--- src/rtl/traceback_collector_if.sv ---
// Bus bundle between the traceback collector and its environment: start/score-bus
// inputs and the SRAM write port plus status outputs.
interface traceback_collector_if #(
  parameter int unsigned ADDR_W = 8
);
  logic              i_start;
  logic [31:0]       i_data;
  logic              o_outena;
  logic              o_sram_we;
  logic [ADDR_W-1:0] o_sram_addr;
  logic [31:0]       o_sram_wdata;
  logic              o_busy;
  logic              o_done;
  logic              o_err;
  logic [1:0]        o_errcode;
  logic [5:0]        o_len;
  logic [15:0]       o_score;

  modport master (
    output i_start, i_data,
    input  o_outena, o_sram_we, o_sram_addr, o_sram_wdata, o_busy, o_done, o_err,
    input  o_errcode, o_len, o_score
  );

  modport slave (
    input  i_start, i_data,
    output o_outena, o_sram_we, o_sram_addr, o_sram_wdata, o_busy, o_done, o_err,
    output o_errcode, o_len, o_score
  );
endinterface

--- src/rtl/traceback_collector.sv ---
// Traceback chain consumer: walks from the end cell back to (0,0), storing each
// bus word in SRAM and checking that every step is a legal DTW predecessor move.
module traceback_collector #(
  parameter int unsigned TLEN      = 16,
  parameter int unsigned RLEN      = 16,
  parameter int unsigned ADDR_W    = 8,
  parameter int unsigned BASE_ADDR = 0
) (
  input logic                  clk,
  input logic                  rst,
  traceback_collector_if.slave bus
);

  typedef enum logic [1:0] {StIdle, StTrace, StDone} state_e;

  localparam logic [4:0] TEnd = 5'(TLEN - 1);
  localparam logic [4:0] REnd = 5'(RLEN - 1);

  state_e      state_q;
  logic [5:0]  n_q;
  logic [4:0]  pt_q, pr_q;

  logic [4:0]  t, r;
  logic [15:0] d;
  logic [5:0]  t6, r6, pt6, pr6;
  logic        start_ok, stuck, step_ok, at_origin;

  always_comb begin
    t         = bus.i_data[28:24];
    r         = bus.i_data[20:16];
    d         = bus.i_data[15:0];
    t6        = {1'b0, t};
    r6        = {1'b0, r};
    pt6       = {1'b0, pt_q};
    pr6       = {1'b0, pr_q};
    start_ok  = (t == TEnd) && (r == REnd);
    stuck     = (t == pt_q) && (r == pr_q);
    // 6-bit compare so a 31 word never aliases to a 0 predecessor
    step_ok   = ((t6 + 6'd1 == pt6) && (r6 + 6'd1 == pr6)) ||
                ((t6 + 6'd1 == pt6) && (r6 == pr6)) ||
                ((t6 == pt6) && (r6 + 6'd1 == pr6));
    at_origin = (t == 5'd0) && (r == 5'd0);
  end

  assign bus.o_outena = (state_q == StTrace) && (n_q == 6'd0);
  assign bus.o_busy   = (state_q == StTrace);

  always_ff @(posedge clk or posedge rst) begin
    if (rst) begin
      state_q          <= StIdle;
      n_q              <= 6'd0;
      pt_q             <= 5'd0;
      pr_q             <= 5'd0;
      bus.o_sram_we    <= 1'b0;
      bus.o_sram_addr  <= '0;
      bus.o_sram_wdata <= 32'd0;
      bus.o_done       <= 1'b0;
      bus.o_err        <= 1'b0;
      bus.o_errcode    <= 2'd0;
      bus.o_len        <= 6'd0;
      bus.o_score      <= 16'd0;
    end else begin
      bus.o_sram_we <= 1'b0;
      bus.o_done    <= 1'b0;
      unique case (state_q)
        StIdle: begin
          if (bus.i_start) begin
            state_q       <= StTrace;
            n_q           <= 6'd0;
            bus.o_len     <= 6'd0;
            bus.o_err     <= 1'b0;
            bus.o_errcode <= 2'd0;
          end
        end
        StTrace: begin
          if ((n_q == 6'd0) && !start_ok) begin
            bus.o_err     <= 1'b1;
            bus.o_errcode <= 2'b01;
            bus.o_done    <= 1'b1;
            state_q       <= StDone;
          end else if ((n_q != 6'd0) && stuck) begin
            bus.o_err     <= 1'b1;
            bus.o_errcode <= 2'b11;
            bus.o_done    <= 1'b1;
            state_q       <= StDone;
          end else if ((n_q != 6'd0) && !step_ok) begin
            bus.o_err     <= 1'b1;
            bus.o_errcode <= 2'b10;
            bus.o_done    <= 1'b1;
            state_q       <= StDone;
          end else begin
            bus.o_sram_we    <= 1'b1;
            bus.o_sram_addr  <= ADDR_W'(BASE_ADDR + 32'(n_q));
            bus.o_sram_wdata <= bus.i_data;
            bus.o_len        <= n_q + 6'd1;
            n_q              <= n_q + 6'd1;
            pt_q             <= t;
            pr_q             <= r;
            if (n_q == 6'd0) bus.o_score <= d;
            if (at_origin) begin
              bus.o_done <= 1'b1;
              state_q    <= StDone;
            end
          end
        end
        StDone: begin
          state_q <= StIdle;
        end
        default: begin
          state_q <= StIdle;
        end
      endcase
    end
  end

endmodule

--- src/flat_wrapper.sv ---
// flat-port wrapper written by rule: the top's interface ports become plain ports
module traceback_collector_flat 
#(
  parameter int unsigned TLEN      = 16,
  parameter int unsigned RLEN      = 16,
  parameter int unsigned ADDR_W    = 8,
  parameter int unsigned BASE_ADDR = 0
)
  (clk, rst, bus_i_start, bus_i_data, bus_o_outena, bus_o_sram_we, bus_o_sram_addr, bus_o_sram_wdata, bus_o_busy, bus_o_done, bus_o_err, bus_o_errcode, bus_o_len, bus_o_score);
  traceback_collector_if #(.ADDR_W(ADDR_W)) bus_i ();
  input logic clk;
  input logic rst;
  input wire logic [$bits(bus_i.i_start)-1:0] bus_i_start;
  input wire logic [$bits(bus_i.i_data)-1:0] bus_i_data;
  output wire logic [$bits(bus_i.o_outena)-1:0] bus_o_outena;
  output wire logic [$bits(bus_i.o_sram_we)-1:0] bus_o_sram_we;
  output wire logic [$bits(bus_i.o_sram_addr)-1:0] bus_o_sram_addr;
  output wire logic [$bits(bus_i.o_sram_wdata)-1:0] bus_o_sram_wdata;
  output wire logic [$bits(bus_i.o_busy)-1:0] bus_o_busy;
  output wire logic [$bits(bus_i.o_done)-1:0] bus_o_done;
  output wire logic [$bits(bus_i.o_err)-1:0] bus_o_err;
  output wire logic [$bits(bus_i.o_errcode)-1:0] bus_o_errcode;
  output wire logic [$bits(bus_i.o_len)-1:0] bus_o_len;
  output wire logic [$bits(bus_i.o_score)-1:0] bus_o_score;
  assign bus_i.i_start = bus_i_start;
  assign bus_i.i_data = bus_i_data;
  assign bus_o_outena = bus_i.o_outena;
  assign bus_o_sram_we = bus_i.o_sram_we;
  assign bus_o_sram_addr = bus_i.o_sram_addr;
  assign bus_o_sram_wdata = bus_i.o_sram_wdata;
  assign bus_o_busy = bus_i.o_busy;
  assign bus_o_done = bus_i.o_done;
  assign bus_o_err = bus_i.o_err;
  assign bus_o_errcode = bus_i.o_errcode;
  assign bus_o_len = bus_i.o_len;
  assign bus_o_score = bus_i.o_score;
  traceback_collector #(.TLEN(TLEN), .RLEN(RLEN), .ADDR_W(ADDR_W), .BASE_ADDR(BASE_ADDR)) u_core (.clk(clk), .rst(rst), .bus(bus_i));
endmodule
--- config.mk ---
export PLATFORM = sky130hd
export DESIGN_NAME = traceback_collector_flat
export DESIGN_NICKNAME = d
export VERILOG_FILES = /design/src/rtl/traceback_collector_if.sv /design/src/rtl/traceback_collector.sv /design/src/flat_wrapper.sv
export SDC_FILE = /design/constraint.sdc
export NUM_CORES = 1
export LEC_CHECK = 0
export BUFFER_PORTS_ARGS = -buffer_cell sky130_fd_sc_hd__buf_2
export CAP_MARGIN = 30
export CORE_ASPECT_RATIO = 0.5
export CORE_MARGIN = 8
export CORE_UTILIZATION = 50
export DETAILED_ROUTE_END_ITERATION = 10
export PLACE_DENSITY = 0.76
export SYNTH_ARGS = -nofsm -noshare
export SYNTH_HDL_FRONTEND = slang
export SYNTH_SLANG_ARGS = --single-unit
export TNS_END_PERCENT = 50
--- constraint.sdc ---
create_clock -name clk -period 2.9 [get_ports clk]
set_clock_uncertainty 0.05 [all_clocks]
set_input_delay 0.435 -clock clk [delete_from_list [all_inputs] [get_ports clk]]
set_output_delay 0.435 -clock clk [all_outputs]
set_load 0.02 [all_outputs]
==> reports/metrics.yaml, run 1 <==
job:
  drv_cap: 0
worst_setup_path:
  cp.required_ns: 3.06
  crit_path_cell_trace: "buf_2, ha_1, and3_1, ha_1, xnor2_1, nor4_1, nand3_1, a21oi_2, buf_4, o21ai_1, a41o_1, and2_1"
  crit_top_cell: "ha_1"
  slowest_stage: "a41o_1"
  rr_endpoint: "u_core.bus.o_done"
  cp-start-kind: "input pin"
  reg2reg_slack_ns: 0.54
  r2r-start: "u_core.bus.o_len[0]"
  critical_path_arrival_ns: 2.87
  path_max_fanout: 10
  reg2reg_depth: 8
  critPathKind: "input pin to flop"
  max_stage_delay_ns: 0.35
  end_kind: "flop"
logic_synthesis:
  ys_warn_count: 0
  synth_edf_count: 0
  seq_area_frac_synth_pct: 53.0
  ys_types: 45
  syn_area_per_cell_sq_um: 12.8
  syn_inst: 248
  synthFlopType: "dfrtp_1"
  netlist_area_sq_mm: 0.00317
  ys_ff_latch: 67
  ys_async_sr_fraction_pct: 100
drt:
  drt-wirelength-per-cell_um: 16.6
  drt_iter0_drc: 151
  wl_mm: 7.53
  drt.antenna.violating_nets: 0
  vias_per_cell: 5.13
  drt-pass1-iter-count: 4
  route.detailed.drc: 0
  vias: 2328
clock_tree:
  clkLatencyLatePin_ns: 0.33
  cts.hold.buffers_added: 0
  cts.sinks: 67
  cts_tree: "yes"
  cts_buffers: 9
  cts_setup_buffers: 0
  path_clk_slew_ns: 0.06
  cts_max_level: 3
  clockBufferDepth: 2
  cts-root-buf: "clkbuf_16"
  ctsResizeCount: 0
final_layout:
  synthToLayoutAreaGrowth_pct: 30.0
  antenna_cells: 0
  layout_commonest_cell: "buf_2"
  final_cell_mix: "buf_2 (101), dfrtp_1 (67), mux2_2 (45)"
  drive_above_1_share_pct: 51.9
  finalInstanceArea_sq_mm: 0.00411
  final_nets: 404
  finalNonFillerCells: 454
global_route:
  grt_max_degree: 34
  grt_pass1_vias: 2518
  grt_antenna_before_repair: 0
  overflow: 0
  track_usage_pct: 17.4
  grt_pass1_wl_mm: 12.7
floorplan:
  chipHeight_um: 72.3
  rows: 20
  io_pins: 104
  start_util_pct: 51.8
  coreArea_sq_mm: 0.00611
  fp.dieW_um: 129
  die-area_sq_mm: 0.00929
sta:
  hold_viol: 0
  min_period_ns: 2.70
  rsz0062_at_grt: "false"
  drv_slew: 0
  worst_pin_slew_ns: 0.773
  setup_slack_ns: 0.199
  fmax_mhz: 370
  slew_headroom_pct: 48.2
  period_share_pct: 93.1
  setup_viol: 0
power_and_ir_drop:
  power_density_mw_per_mm2: 1060
  leakage_nw: 2.16
  peakVddDrop_v: 0.000632
  fin_total_pwr_mw: 4.36
place:
  placed_cell_area_sq_mm: 0.00381
  port-buffer-count: 101
  dp_cells: 438
  place_ws_ns: -0.110
  place_congestion: 0.873
  dpl.hpwl_mm: 5.61
min_path:
  hp-class: "input pin to asynchronous set/reset pin"
outcome:
  status: "finished, final reports clean"
layer usage:
metal  routed length [um]  up-vias  GRT usage, %
met5                    0        -             0
met4                  124        0          8.13
met3                  427       10          5.70
met2                 3740       69          28.4
met1                 3230     1152          20.5
li1                     -     1097             -
worst max-delay path by stage:
| stage | end | cells past startpoint | slack (ns) | from |
|---|---|---|---|---|
| after global routing | u_core.bus.o_done | 12 | 0.04 | bus_i_data[16] |
| after detailed placement | u_core.bus.o_sram_wdata[1] | 12 | -0.11 | bus_i_data[16] |
| after floorplan | u_core.bus.o_sram_wdata[1] | 12 | 0.12 | bus_i_data[16] |
| after global placement | u_core.bus.o_done | 12 | -0.02 | bus_i_data[16] |
| after CTS | u_core.bus.o_sram_wdata[7] | 12 | 0.23 | bus_i_data[16] |
| final | u_core.bus.o_done | 12 | 0.20 | bus_i_data[16] |
synthesized netlist by cell type (all sizes together) (3+ instances only):
library cell,n,share of area [%]
dfrtp,67,53
mux2,54,20
inv,14,1.7
nand2,13,1.5
xnor2,13,3.6
o21ai,10,1.7
buf,8,1.8
ha,8,3.2
nand3,7,1.3
nor2,7,0.83
xor2,6,1.9
a21oi,4,0.75
and3,4,0.79
and2,3,0.59
clkbuf,3,0.36
worst max-delay path: cells and delay by family:
kind | cells | cell delay, ns
xor+xnor | 1 | 0.13
simple gates | 4 | 0.82
fa+ha+maj | 2 | 0.49
buf+inv | 2 | 0.24
compound gates | 3 | 0.75
area by class of cell:
type / instances / area [sq um]
Inverter: 14 / 52.6
Clock inverter: 6 / 63.8
Sequential cell: 67 / 1680
Fill cell: 498 / 1990
Multi-Input combinational cell: 157 / 1370
Timing Repair Buffer: 112 / 601
Tap cell: 88 / 110
Clock buffer: 10 / 239
logic make-up after synthesis:
group                    synth area share (%)
flip-flops                               53.0
multiplexers                             20.3
AND/OR/NAND/NOR                          7.43
AO/OA/AOI/OAI                            6.72
buffers and inverters                    3.83
XOR/XNOR                                 5.49
adder cells (fa/ha/maj)                  3.16
other                                   0.118
power breakdown:
part           switching, mW  leakage [nW]  total, mW  internal (mW)
Combinational           1.01          1.15       1.79          0.776
Sequential             0.248         0.865       1.49           1.24
Clock                  0.403         0.145       1.09          0.688
registers in the layout (all words and copies together) (netlist names):
register	flops
u_core.bus.o_done	1
u_core.bus.o_err	1
u_core.bus.o_errcode	2
u_core.bus.o_len	6
u_core.bus.o_score	16
u_core.bus.o_sram_addr	6
u_core.bus.o_sram_wdata	24
u_core.bus.o_sram_we	1
u_core.pr_q	4
u_core.pt_q	4
u_core.state_q	2
metrics by stage:
step / TNS [ns] / hold WS (ns) / util, %
2_1_floorplan: 0 / 0.534 / -
3_3_place_gp: -0.0343 / 0.432 / 62.4
3_5_place_dp: -3.35 / 0.438 / 62.4
4_1_cts: 0 / 0.0957 / 67.4
5_1_grt: 0 / 0.141 / 67.4
6_report: 0 / 0.0877 / 67.4
(Power assumes the default switching activity.)
==> inputs of run 2 (changes only) <==
--- a/config.mk
+++ b/config.mk
@@ -9,9 +9,9 @@
 export CAP_MARGIN = 30
 export CORE_ASPECT_RATIO = 0.5
 export CORE_MARGIN = 8
-export CORE_UTILIZATION = 50
+export CORE_UTILIZATION = 54
 export DETAILED_ROUTE_END_ITERATION = 10
-export PLACE_DENSITY = 0.76
+export PLACE_DENSITY = 0.81
 export SYNTH_ARGS = -nofsm -noshare
 export SYNTH_HDL_FRONTEND = slang
 export SYNTH_SLANG_ARGS = --single-unit
==> constraint.sdc (replaced) <==
create_clock -name clk -period 3.4 [get_ports clk]
set_clock_uncertainty 0.05 [all_clocks]
set_input_delay 0.51 -clock clk [delete_from_list [all_inputs] [get_ports clk]]
set_output_delay 0.51 -clock clk [all_outputs]
set_load 0.02 [all_outputs]
==> run 2 against run 1 <==
Sequential power decreased by 15%. Non-clock buffer count decreased by 7. Highest routed layer unchanged. Count of clock-buffer cells in the layout increased by 4. Largest power group unchanged. First-iteration DRC count decreased by 65%.
==> reports/metrics.yaml, run 2 (same netlist as run 1, synthesis figures left out) <==
worst_setup_path:
  slowest_stage: "mux2_4"
  cp.required_ns: 3.56  # +0.50 ns
  critical_path_arrival_ns: 2.94  # +0.07 ns
  critPathKind: "input pin to flop"
  cp-start-kind: "input pin"
  crit_family: "simple AND/OR/NAND/NOR gates"
  crit_path_cell_trace: "buf_2, ha_1, and3_1, ha_1, xnor2_1, nor4_1, nand3_1, a21oi_2, or2_2, nand3_2, buf_4, mux2_4"
  crit_top_cell: "ha_1"
  max_stage_delay_ns: 0.33  # -0.02 ns
  cp_num_buf_inv: 2  # unchanged
  path_max_fanout: 23  # +13
  end_kind: "flop"
final_layout:
  postLayoutCoreUtil_pct: 72.4  # +5.0 points
  fill_cells: 418  # -16%
  antenna_cells: 0  # unchanged
  layout_commonest_cell: "buf_2"
  synthToLayoutAreaGrowth_pct: 27.2
  drive_above_1_share_pct: 50.8  # -1.1 points
  largest_reg_flops: 24  # unchanged
  final_nets: 397  # -1.7%
  regMostFlops: "u_core.bus.o_sram_wdata"
  final_cell_mix: "buf_2 (101), dfrtp_1 (67), mux2_2 (45)"
  finalNonFillerCells: 431  # -5.1%
  largestRegisters: "u_core.bus.o_sram_wdata (24), u_core.bus.o_score (16)"
floorplan:
  io_pins: 104  # unchanged
  coreArea_sq_mm: 0.00556  # -8.9%
  fp.dieW_um: 124  # -3.3%
  die-area_sq_mm: 0.00872  # -6.1%
  rows: 19  # -5.0%
  chipHeight_um: 70.1  # -2.9%
  start_util_pct: 56.9  # +5.1 points
clock_tree:
  cts_setup_buffers: 0  # unchanged
  cts.sinks: 67  # unchanged
  clockBufferDepth: 2  # unchanged
  cts_buffers: 9  # unchanged
  clkLatencyLatePin_ns: 0.33  # about the same
  path_clk_slew_ns: 0.05  # about the same
  ctsResizeCount: 0  # unchanged
  cts-root-buf: "clkbuf_16"
  cts.hold.buffers_added: 0  # unchanged
  cts_tree: "yes"
  cts_max_level: 3  # unchanged
sta:
  min_period_ns: 2.78
  slew_headroom_pct: 48.6  # +0.42 points
  drv_slew: 0  # unchanged
  fmax_mhz: 359
  tns_ns: 0  # unchanged
  setup_viol: 0  # unchanged
  setup_slack_ns: 0.617  # +0.418 ns
  worst_pin_slew_ns: 0.771  # -0.00113 ns
  hold_viol: 0  # unchanged
  period_share_pct: 81.8
  rsz0062_at_grt: "false"
place:
  place_congestion: 0.863  # -1.1%
  port-buffer-count: 101  # unchanged
  dp_cells: 416  # -5.0%
  place_ws_ns: 0.279  # +0.389 ns
  dpl.hpwl_mm: 5.66  # +0.90%
power_and_ir_drop:
  switchingPower_mw: 1.37  # -17%
  p_int_mw: 2.28  # -16%
  switching_share_pct: 37.5  # -0.52 points
  power_frac_comb_pct: 40.7  # -0.2 points
  power_density_mw_per_mm2: 908  # -14%
  clkPwrFrac_pct: 24.5  # -0.5 points
  leakage_nw: 2.13  # -1.6%
  fin_total_pwr_mw: 3.65  # -16%
  p_seq_share_pct: 34.8  # +0.7 points
  peakVddDrop_v: 0.000570  # -9.7%
global_route:
  grt_antenna_before_repair: 0  # unchanged
  track_usage_pct: 17.6  # +0.24 points
  overflow: 0  # unchanged
  grt_pass1_wl_mm: 12.6  # -0.77%
  grt_max_degree: 33  # -2.9%
  grt_pass1_vias: 2561  # +1.7%
drt:
  route.detailed.drc: 0  # unchanged
  drt_iter0_drc: 53  # -65%
  drt-pass1-iter-count: 5  # +1
  vias_per_cell: 5.27  # +2.8%
  drt-wirelength-per-cell_um: 17.0  # +2.4%
  wl_mm: 7.32  # -2.8%
  drt.antenna.violating_nets: 0  # unchanged
  vias: 2273  # -2.4%
outcome:
  status: "finished, final reports clean"
job:
  drv_cap: 0  # unchanged
min_path:
  hp-class: "input pin to asynchronous set/reset pin"
run 2: path summary, 6_finish.rpt:
path | start | endpoint | slack [ns] | cells past startpoint
max | bus_i_data[16] | u_core.bus.o_sram_wdata[7] | 0.62 | 12
min | rst | u_core.bus.o_len[0] | 0.01 | 2
min in group clk | bus_i_data[22] | u_core.bus.o_sram_wdata[22] | 0.36 | 2
min reg2reg | u_core.bus.o_sram_addr[5] | u_core.bus.o_sram_addr[5] | 0.45 | 1
max reg2reg | u_core.bus.o_len[0] | u_core.bus.o_len[3] | 0.93 | 8
max in group asynchronous | rst | u_core.bus.o_sram_wdata[12] | 2.66 | 3
run 2: area by class of cell:
cell class / count / area [sq um] / area share, %
Sequential cell: 67 / 1680 / 41.6
Clock buffer: 14 / 294 / 7.30
Inverter: 14 / 52.6 / 1.31
Multi-Input combinational cell: 157 / 1370 / 34.1
Clock inverter: 1 / 5.00 / 0.124
Timing Repair Buffer: 105 / 536 / 13.3
Tap cell: 73 / 91.3 / 2.27
run 2: power groups by stage:
stage | Combinational (mW) | Sequential (mW) | Clock [mW]
floorplan | 0.779 | 1.53 | 0
global placement | 1.46 | 1.26 | 0
detailed placement | 1.50 | 1.28 | 0
CTS | 1.50 | 1.27 | 0.915
global route | 1.61 | 1.31 | 0.943
finish | 1.49 | 1.27 | 0.895
run 2: through the flow:
step                hold slack [ns]  cell area [sq um]
finish                       0.0133               4030
global route                 0.0144               4030
CTS                         0.00742               4030
detailed placement            0.356               3730
global placement              0.354               3730
floorplan                     0.539               3170
run 2: metal layers:
| layer | track usage [%] | part of all wire, % | vias up |
|---|---|---|---|
| li1 | - | - | 1086 |
| met1 | 19.4 | 42 | 1105 |
| met2 | 29.8 | 50 | 70 |
| met3 | 7.45 | 7.1 | 12 |
| met4 | 6.89 | 1.5 | 0 |
| met5 | 0 | 0 | - |
